### src/rtl/acs_stage.sv
//----------------------------------------------------------------------------
// Module      : acs_stage
// Description : Add-compare-select stage for a K=4, 8-state Viterbi decoder
//               (generators g0 = 1101, g1 = 1111). Each accepted soft symbol
//               pair advances the trellis by one step. The stage produces
//               per-state survivor decisions and the index of the best new
//               path metric. Output is a one-deep valid/ready register.
// Ports       : clk, rst            - clock, synchronous active-high reset
//               in_valid/in_ready   - input handshake
//               start               - first symbol of a frame
//               y0, y1              - unsigned soft symbols for g0 / g1 bits
//               out_valid/out_ready - output handshake
//               decision[7:0]       - bit j = 1 -> odd predecessor survived
//               best_state[2:0]     - lowest index of minimum new metric
// Revision    : 1.0 - initial release
//----------------------------------------------------------------------------
`default_nettype none

module acs_stage #(
  parameter int SOFT_W  = 3,
  parameter int PM_W    = 8,
  parameter int PM_INIT = 64
) (
  input  logic              clk,
  input  logic              rst,
  input  logic              in_valid,
  output logic              in_ready,
  input  logic              start,
  input  logic [SOFT_W-1:0] y0,
  input  logic [SOFT_W-1:0] y1,
  output logic              out_valid,
  input  logic              out_ready,
  output logic [7:0]        decision,
  output logic [2:0]        best_state
);

  localparam int              c_NS      = 8;
  localparam int              c_BM_W    = SOFT_W + 1;
  localparam logic [SOFT_W-1:0] c_SMAX  = '1;
  localparam logic [PM_W-1:0] c_PM_INIT = PM_W'(PM_INIT);

  // Soft distance of symbol y from an expected code bit c.
  function automatic logic [c_BM_W-1:0] f_dist(input logic [SOFT_W-1:0] y,
                                               input logic              c);
    return c ? {1'b0, c_SMAX - y} : {1'b0, y};
  endfunction

  // Branch metric for leaving predecessor p on input bit b.
  function automatic logic [c_BM_W-1:0] f_bm(input logic [2:0]        p,
                                             input logic              b,
                                             input logic [SOFT_W-1:0] a0,
                                             input logic [SOFT_W-1:0] a1);
    logic [3:0] r;
    logic       c0;
    logic       c1;
    r  = {b, p};
    c0 = ^(r & 4'b1101);
    c1 = ^r;
    return f_dist(a0, c0) + f_dist(a1, c1);
  endfunction

  logic [PM_W-1:0] r_pm [c_NS];
  logic [7:0]      r_decision;
  logic [2:0]      r_best;
  logic            r_out_valid;

  logic            w_accept;
  logic [PM_W-1:0] w_old  [c_NS];
  logic [PM_W:0]   w_cand0 [c_NS];
  logic [PM_W:0]   w_cand1 [c_NS];
  logic [PM_W-1:0] w_sel  [c_NS];
  logic [PM_W-1:0] w_norm [c_NS];
  logic [7:0]      w_dec;
  logic [7:0]      w_msb;
  logic            w_all_msb;
  logic [2:0]      w_best;
  logic [PM_W-1:0] w_min;

  assign in_ready   = ~r_out_valid | out_ready;
  assign w_accept   = in_valid & in_ready;
  assign out_valid  = r_out_valid;
  assign decision   = r_decision;
  assign best_state = r_best;

  for (genvar j = 0; j < c_NS; j++) begin : g_acs
    localparam logic [2:0] c_P0 = 3'(2 * (j % 4));
    localparam logic [2:0] c_P1 = 3'(2 * (j % 4) + 1);
    localparam logic       c_B  = (j >= 4);

    // A frame start replaces the stored metrics with the known-state prior.
    assign w_old[j]   = start ? ((j == 0) ? '0 : c_PM_INIT) : r_pm[j];

    assign w_cand0[j] = {1'b0, w_old[c_P0]} + (PM_W+1)'(f_bm(c_P0, c_B, y0, y1));
    assign w_cand1[j] = {1'b0, w_old[c_P1]} + (PM_W+1)'(f_bm(c_P1, c_B, y0, y1));

    // Ties keep the even predecessor.
    assign w_dec[j]   = (w_cand1[j] < w_cand0[j]);
    assign w_sel[j]   = w_dec[j] ? w_cand1[j][PM_W-1:0] : w_cand0[j][PM_W-1:0];
    assign w_msb[j]   = w_sel[j][PM_W-1];

    // Metrics only matter relative to each other, so dropping a shared MSB
    // keeps them bounded without changing any decision.
    assign w_norm[j]  = w_all_msb ? {1'b0, w_sel[j][PM_W-2:0]} : w_sel[j];
  end

  assign w_all_msb = &w_msb;

  always_comb begin
    w_best = '0;
    w_min  = w_norm[0];
    for (int j = 1; j < c_NS; j++) begin
      if (w_norm[j] < w_min) begin
        w_min  = w_norm[j];
        w_best = 3'(j);
      end
    end
  end

  always_ff @(posedge clk) begin
    if (rst) begin
      for (int i = 0; i < c_NS; i++) begin
        r_pm[i] <= (i == 0) ? '0 : c_PM_INIT;
      end
      r_decision  <= '0;
      r_best      <= '0;
      r_out_valid <= 1'b0;
    end else if (w_accept) begin
      for (int i = 0; i < c_NS; i++) begin
        r_pm[i] <= w_norm[i];
      end
      r_decision  <= w_dec;
      r_best      <= w_best;
      r_out_valid <= 1'b1;
    end else if (out_ready) begin
      r_out_valid <= 1'b0;
    end
  end

endmodule

`default_nettype wire

### config.mk
export PLATFORM = sky130hd
export DESIGN_NAME = acs_stage
export DESIGN_NICKNAME = d
export VERILOG_FILES = /design/src/rtl/acs_stage.sv
export SDC_FILE = /design/constraint.sdc
export NUM_CORES = 1
export LEC_CHECK = 0
export CAP_MARGIN = 20
export CORE_MARGIN = 2
export CORE_UTILIZATION = 27
export CTS_BUF_LIST = sky130_fd_sc_hd__clkbuf_4 sky130_fd_sc_hd__clkbuf_8
export DETAILED_ROUTE_END_ITERATION = 8
export REMOVE_ABC_BUFFERS = 1
export SETUP_SLACK_MARGIN = 0.15
export SYNTH_ARGS = -nofsm -noshare
export SYNTH_HDL_FRONTEND = slang
export SYNTH_SLANG_ARGS = --single-unit
### constraint.sdc
create_clock -name clk -period 28.3 [get_ports clk]
set_input_delay 5.66 -clock clk [delete_from_list [all_inputs] [get_ports clk]]
set_output_delay 5.66 -clock clk [all_outputs]
set_load 0.005 [all_outputs]
== Yosys cells after proc, flatten, opt, wreduce, memory -nomap -nowiden ==
Memory sizes are Yosys's and may differ from the RTL's.
Index checks and enable logic that the tools add are counted.
Cells by class
  add/sub/neg operators: 22
  magnitude comparators: 15
  multiplexer cells: 52
  bitwise logic cells: 11
  reduce and logical (&&, ||, !) cells: 2
Operators by type and width (count)
  two-way mux 8 bit: 38
  adder 8 x 4 -> 9 bit: 16
  less-than comparator 9 bit: 8
  less-than comparator 8 bit: 7
  two-way mux 3 bit: 6
  adder 3 x 3 -> 4 bit: 4
  bitwise OR 1 bit: 9
  two-way mux 1 bit: 8
  AND reduction 8 bit: 1
  subtractor 3 bit, first input constant: 2
  nonzero test 2 bit: 1
  bitwise AND 1 bit: 1
  NOT 1 bit: 1
Word-level totals
  register bits after elaboration: 12
  bits in writable memories: 64
  output and inout bits: 13
  memories: 1
Memories
  r_pm: words 8, width 8, rd ports 8, clocked after memory_dff 0, write ports 8, line 62  | logic [PM_W-1:0] r_pm [c_NS];

== Depth between registers and ports, before layout ==
Gate-level depths: netlist (run 1).
  word-level depth: 21
  mapped depth: 97
  gate-level depth less buffers: 86

== Worst setup path after synthesis (run 1) ==
Ideal clock, no wire load.
  path type: input-to-reg
  start point: input port start
  end point: register r_best[1], in the netlist best_state[1]
  library setup time: 0.127 ns
  data arrival time: 23.210 ns
  slack: 4.963 ns
  cell stages on the path: 90
  path buffers: 14
  cell sequence: buf_4 > clkbuf_1 > clkbuf_1 > clkbuf_1 > buf_1 > clkbuf_1 > clkbuf_1 > clkbuf_1 > clkbuf_1 > nand2b_1 > inv_1 > ha_1 > a21o_1 > a21oi_1 > nor2b_1 > o21a_1 > nand2_1 > xor2_1 > [... 54 more ...] > nor2_1 > a21oi_1 > inv_1 > ha_1 > a21oi_1 > nor2b_1 > o21ai_0 > nand2_1 > o41a_1 > buf_4 > mux2_4 > ha_1 > and4_1 > a21oi_1 > and3_1 > nand2_1 > o31ai_1 > or3_1
RTL lines
  start, declared: line 28  | input logic start,
  end signal, assigned: line 132  | r_best <= w_best;
  end, declared: line 64  | logic [2:0] r_best;

== Final worst setup path (run 1) ==
  start point: input port y0[1]
  end point: register r_best[1], in the netlist best_state[1]
Between the ends
  word-level cells in the longest chain between the ends: 21
  elaborated cells on any way between the ends: 65
  those cells by class: add/sub (21); order compare (15); mux (28); reduce/logical (1)
RTL lines
  start, declared: line 29  | input logic [SOFT_W-1:0] y0,
  subtractor 3 bit: line 45  | return c ? {1'b0, c_SMAX - y} : {1'b0, y};
  adder 3 x 3 -> 4 bit: line 59  | return f_dist(a0, c0) + f_dist(a1, c1);
  adder 8 x 4 -> 9 bit, on equally long branches: line 94, 93
  less-than comparator 9 bit: line 97  | assign w_dec[j] = (w_cand1[j] < w_cand0[j]);
  two-way mux 8 bit: line 98  | assign w_sel[j] = w_dec[j] ? w_cand1[j][PM_W-1:0] : w_cand0[j][PM_W-1:0];
  AND reduction 8 bit: line 106  | assign w_all_msb = &w_msb;
  two-way mux 8 bit: line 103  | assign w_norm[j] = w_all_msb ? {1'b0, w_sel[j][PM_W-2:0]} : w_sel[j];
  less-than comparator 8 bit: line 112  | if (w_norm[j] < w_min) begin
  [... 5 more ...]
  less-than comparator 8 bit: line 112
  two-way mux 8 bit: line 112
  less-than comparator 8 bit: line 112
  two-way mux 8 bit: line 112
  less-than comparator 8 bit: line 112
  two-way mux 8 bit: line 112
  less-than comparator 8 bit: line 112
  two-way mux 3 bit (*): line 112
Mark *: on every way between the ends. The rest lies on a longest branch, timed or not.
A chain may end at the register's enable or synchronous reset.

==> results.yml, run 1 <==
sta:
  finalSetupViolCount: 0
  rsz0062_at_grt: "false"
  layout_min_cycle_time_ns: 24.03
  tns_ns: 0
  post-route-period-util: 0.849
  finalHoldViolCount: 0
  max-slew-margin-rel: 0.246
  slew_viol_final: 0
  final.setup_skew_ns: 0.0175
  timing.fmax_mhz: 41.6
  hold-worst-slack_ns: 0.459
  tightest_slew_ns: 1.13
cts:
  htreeDepth: 3
  cts_buffer_depth: 2
  cts_tree: "built"
  holdBufCountCts: 0
  path_clk_slew_ns: 0.09
  cts_buffers: 9
  insertion_delay_ns: 0.40
  clock-sinks: 76
  cts_root_buf: "clkbuf_8"
  cts.repair.resized: 0
  post-cts-setup-buffer-count: 0
synth:
  yosysMostFrequentCell: "ha_1"
  yosys.cell_types.count: 77
  async_reset_ff_frac: 0
  synth-edff-count: 64
  ys_warn_count: 0
  synthCells: 1307
  synth_top_area_frac: 0.192
  synthTopCellsByCount: "169 x ha_1, 135 x nor2_1, 118 x inv_1, 89 x a21oi_1, 76 x nor2b_1"
  synth_top_area_cell: "ha_1"
  syn_area_um2: 11000
  syn_avg_cell_area_um2: 8.41
  ys_seq_elements: 76
  yosysSeqAreaShare: 0.197
  synth_ff_type: "edfxtp_1"
  ys_top_cells_by_area: "ha_1 19%, edfxtp_1 17%, xnor2_1 4.8%, nor2_1 4.6%, nor2b_1 4.3%"
final_layout:
  final_nets: 1514
  area_growth_pct: 9.42
  design_area_um2: 12000
  drive_gt1_frac: 0.0675
  fillers: 4245
worst_setup_path:
  cp-end-kind: "register"
  cp_num_buf_inv: 6
  r2r_start: "r_pm[0][24]"
  cp-startpoint: "y0[1]"
  start_kind: "primary input"
  crit_fanout: 16
  worstPathRequired_ns: 28.58
  path_class: "in -> reg"
  cpPeakStageDelay_ns: 0.87
  cp_slowest_cell: "fa_1"
  cp_data_arrival_time_ns: 24.31
  path_depth: 81
  cp_top_family: "compound AO/OA/AOI/OAI gates"
  worstRegToRegCells: 78
global_route:
  grt_max_degree: 62
  antenna_found_initial: 0
  grtUsageTotal: 0.154
  grt_pass1_wl_mm: 50.1
  overflow: 0
  grt_pass1_vias: 8880
route:
  drt-initial-drc-count: 656
  viasPerCell: 5.06
  drt_pass1_iterations: 5
  via_count: 9337
  drc: 0
  drt-wirelength-per-cell_um: 17.4
  antenna_left: 0
  wirelength_mm: 32.1
floorplanning:
  die_y_um: 206
  design.portCount: 24
  fp.dieW_um: 206
  row_count: 73
  core_area_um2: 40000
  die_area_um2: 42300
  initial_core_util: 0.275
place:
  dpl_cell_area_um2: 11800
  gp_congestion: 0.949
  dpl.hpwl_mm: 25.7
  port_buffers: 23
min_path:
  worstHoldStart: "decision[5]"
  hp-class: "reg -> reg"
  hold_depth: 2
status:
  status: "completed"
flow_run:
  drv_cap: 0
kinds of logic (layout without fill, tap and decap cells):
group,Yosys count,count (layout),share of synthesized area
simple gates,419,419,0.192
xor+xnor,97,97,0.0773
mux,70,70,0.0679
flops,76,76,0.197
compound gates,292,292,0.176
fa+ha+maj,195,195,0.235
buf+inv,158,170,0.0559
other cells,0,1,0
placed cells by master (no fill, tap or decap), types with 4 or more instances in the layout:
| master | synthesis | layout |
|---|---|---|
| a211oi_1 | 4 | 4 |
| a221o_1 | 7 | 7 |
| nand3b_1 | 4 | 4 |
| clkdlybuf4s50_1 | 0 | 22 |
| fa_1 | 20 | 20 |
| ha_1 | 169 | 169 |
| nor2_1 | 135 | 135 |
| nor2b_1 | 76 | 76 |
| edfxtp_1 | 64 | 64 |
| buf_4 | 3 | 11 |
| nand4_1 | 14 | 14 |
| o211ai_1 | 7 | 7 |
| nand2_1 | 67 | 67 |
| and2_1 | 14 | 14 |
| dfxtp_1 | 12 | 12 |
| inv_1 | 118 | 117 |
| mux2i_1 | 45 | 45 |
| o21a_1 | 11 | 11 |
| or2_2 | 7 | 7 |
| o31ai_1 | 7 | 7 |
| a2111oi_0 | 4 | 4 |
| nand3_1 | 18 | 18 |
| maj3_1 | 4 | 4 |
| o2111ai_1 | 4 | 4 |
| o21bai_1 | 6 | 6 |
| mux2_2 | 20 | 20 |
| a21oi_1 | 89 | 88 |
| a21oi_2 | 4 | 5 |
| or3_1 | 6 | 6 |
| xor2_1 | 37 | 37 |
| nor3_1 | 24 | 24 |
| clkbuf_8 | 0 | 9 |
| a21o_1 | 49 | 49 |
| o21ai_0 | 68 | 68 |
| xnor2_1 | 60 | 60 |
| nand2b_1 | 34 | 34 |
| or3b_2 | 6 | 6 |
registers in the layout (all words and copies together) (netlist names):
name	count
out_valid	1
decision	8
r_pm	64
best_state	3
layer usage:
metal	global-route usage	vias up	share of wire
met5	0	-	0
met2	0.241	237	0.43
met4	0.0500	0	0.023
li1	-	4612	-
met1	0.215	4445	0.49
met3	0.0238	43	0.055
per-stage QoR:
| stage | instances | utilization | setup slack [ns] |
|---|---|---|---|
| final | 1845 | 0.301 | 4.27 |
| after global routing | 1844 | 0.301 | 2.89 |
| after CTS | 1842 | 0.300 | 4.43 |
| after detailed placement | 1826 | 0.295 | 4.07 |
| after global placement | 1826 | 0.295 | 4.54 |
| after floorplan | 1269 | - | 6.69 |
final cells by class:
cell class / count / area (um2) / area share
Inverter: 120 / 450 / 0.0374
Timing Repair Buffer: 34 / 310 / 0.0258
Clock inverter: 6 / 88.8 / 0.00738
Clock buffer: 10 / 131 / 0.0109
Sequential cell: 76 / 2160 / 0.180
Multi-Input combinational cell: 1073 / 8230 / 0.684
Antenna cell: 1 / 2.50 / 0.000208
Tap cell: 525 / 657 / 0.0546
worst reg2reg max path: cells and delay by family (launching register included):
kind / cells / cell delay (ns)
DFF: 1 / 0.37
xor gates and xnor gates: 1 / 0.26
muxes: 4 / 1.63
adders and majority gates: 10 / 2.89
AOI/OAI and AO/OA: 36 / 8.36
buffers and inverters: 4 / 0.38
and+or+nand+nor: 23 / 3.66
worst paths after layout:
check | end | slack (ns)
setup / recovery | best_state[1] | 4.27
hold / removal | decision[5] | 0.46
setup reg to reg | best_state[1] | 10.66
hold reg to reg | decision[5] | 0.46
Power of run 1 is left out: the tool's default activity adds up to more than one toggle a clock period on the data nets, which glitch-free logic cannot reach.
==> inputs of run 2 (changes only) <==
==> constraint.sdc (replaced) <==
create_clock -name clk -period 20.3 [get_ports clk]
set_input_delay 4.06 -clock clk [delete_from_list [all_inputs] [get_ports clk]]
set_output_delay 4.06 -clock clk [all_outputs]
set_load 0.005 [all_outputs]
==> run 2 against run 1 <==
Compared with the run above: design area rose by 7.1%; critical endpoint unchanged; global-route usage rose by 0.46 points; die area did not move; sequential cell count did not move; clock skew fell by 0.0076 ns; sequential share of layout area fell by 1.2 points; final cell count rose by 4.1%; critical path depth fell by 6; via count rose by 4.1%.
==> results.yml, run 2 (synthesis gave the netlist of run 1 again) <==
final_layout:
  diodes: 0
  final_common_cell: "ha_1"
  final_cell_mix: "168 x ha_1, 134 x nor2_1, 115 x inv_1"
  design_area_um2: 12900
  fillers: 4167
  seq_area_um2: 2160
  drive_gt1_frac: 0.150
  final_nets: 1591
  area_growth_pct: 17.1
  multi_input_area_um2: 8500
  largest-register: "r_pm"
  largest_reg_flops: 64
sta:
  rsz0062_at_grt: "false"
  finalSetupViolCount: 0
  layout_min_cycle_time_ns: 19.53
  finalHoldViolCount: 0
  post-route-period-util: 0.962
  tightest_slew_ns: 0.958
  slew_viol_final: 0
  final.setup_skew_ns: 0.00980
  max-slew-margin-rel: 0.355
  hold-worst-slack_ns: 0.457
  tns_ns: 0
  timing.fmax_mhz: 51.2
cts:
  htreeDepth: 3
  cts_buffer_depth: 2
  cts_buffers: 9
  insertion_delay_ns: 0.39
  clock-sinks: 76
  cts_tree: "built"
  path_clk_slew_ns: 0.08
  holdBufCountCts: 0
  cts_root_buf: "clkbuf_8"
min_path:
  hp-class: "reg -> reg"
place:
  dpl_cell_area_um2: 12300
  gp_congestion: 0.939
  port_buffers: 23
  dpl.hpwl_mm: 26.7
worst_setup_path:
  cp_num_buf_inv: 7
  start_kind: "primary input"
  worstPathRequired_ns: 20.57
  cpPeakStageDelay_ns: 0.65
  cp_data_arrival_time_ns: 19.80
  cp-end-kind: "register"
  cp_top_family: "compound AO/OA/AOI/OAI gates"
  worstRegToRegCells: 73
  crit_path_frequent_cell: "ha_1"
  cp_slowest_cell: "fa_2"
  rrSetupSlack_ns: 5.05
  path_depth: 75
  r2r_start: "r_pm[0][24]"
  r2r_end: "best_state[1]"
  cp-startpoint: "y1[0]"
  path_class: "in -> reg"
  crit_fanout: 8
  endpoint: "best_state[1]"
route:
  drc: 0
  drt_pass1_iterations: 5
  drt-wirelength-per-cell_um: 17.4
  via_count: 9717
  wirelength_mm: 33.4
  viasPerCell: 5.06
  drt-initial-drc-count: 728
  antenna_left: 0
global_route:
  grt_use_met1: 0.217
  top_usage_layer: "met2"
  grtUsageTotal: 0.158
  grt_max_degree: 47
  use_met2: 0.250
  grt_pass1_wl_mm: 51.3
  grtUsageMet3: 0.0272
  antenna_found_initial: 0
  grt_pass1_vias: 9258
  overflow: 0
status:
  status: "completed"
floorplanning:
  die_y_um: 206
  die_area_um2: 42300
  initial_core_util: 0.275
  row_count: 73
  fp.dieW_um: 206
  design.portCount: 24
  core_area_um2: 40000
flow_run:
  drv_cap: 0
## run 2: worst min-delay path by stage
stage / slack [ns] / endpoint / from / depth (start not counted)
after detailed placement: 0.44 / decision[0] / decision[0] / 2
after CTS: 0.46 / decision[0] / decision[0] / 2
after global placement: 0.44 / decision[0] / decision[0] / 2
after floorplan: 0.45 / decision[0] / decision[0] / 2
final: 0.46 / decision[0] / decision[0] / 2
after global routing: 0.51 / decision[0] / decision[0] / 2
## run 2: per-layer routing
layer / wire [um] / up-vias
met3: 2140 / 62
met5: 0 / -
met2: 14700 / 311
met4: 1080 / 0
met1: 15400 / 4585
li1: - / 4759
## run 2: worst register-to-register path: cells and delay by family (launching register included)
kind	cells	cell delay, ns
flops	1	0.35
fa+ha+maj	10	2.99
mux	8	2.56
compound gates	29	5.23
simple gates	19	3.01
buf+inv	6	0.79
xor+xnor	1	0.22
## run 2: cell type report
type / count / area share
clock buffers: 9 / 0.00962
clock inverters: 7 / 0.00709
inverters: 120 / 0.0350
multi-input cells: 1074 / 0.660
flip-flops and latches: 76 / 0.168
well taps: 525 / 0.0510
repair buffers: 110 / 0.0696
## run 2: per-stage QoR
stage / cells / utilization / worst slack [ns]
final: 1921 / 0.322 / 0.774
after detailed placement: 1888 / 0.306 / -0.454
after global placement: 1888 / 0.306 / 0.104
after CTS: 1904 / 0.312 / 0.164
after floorplan: 1269 / - / 0.286
after global routing: 1921 / 0.322 / 0.0234
## run 2: timing repair
item / in CTS / in global routing
endpoints found under the hold margin: 0 / 0
setup endpoints to repair: 3 / 3
setup buffers: 0 / 15
pin swaps: 0 / 14
gates resized for setup: 6 / 66
cloned: 0 / 2
Power of run 2 is left out for the same reason.
==> inputs of run 3 (changes only) <==
--- a/config.mk
+++ b/config.mk
@@ -10,6 +10,7 @@
 export CORE_UTILIZATION = 27
 export CTS_BUF_LIST = sky130_fd_sc_hd__clkbuf_4 sky130_fd_sc_hd__clkbuf_8
 export DETAILED_ROUTE_END_ITERATION = 8
+export HOLD_SLACK_MARGIN = 0.15
 export REMOVE_ABC_BUFFERS = 1
 export SETUP_SLACK_MARGIN = 0.15
 export SYNTH_ARGS = -nofsm -noshare
==> results of run 3 <==
No change in the layout: final DEF, timing and power equal those of run 2.
Power of run 3 is left out for the same reason.
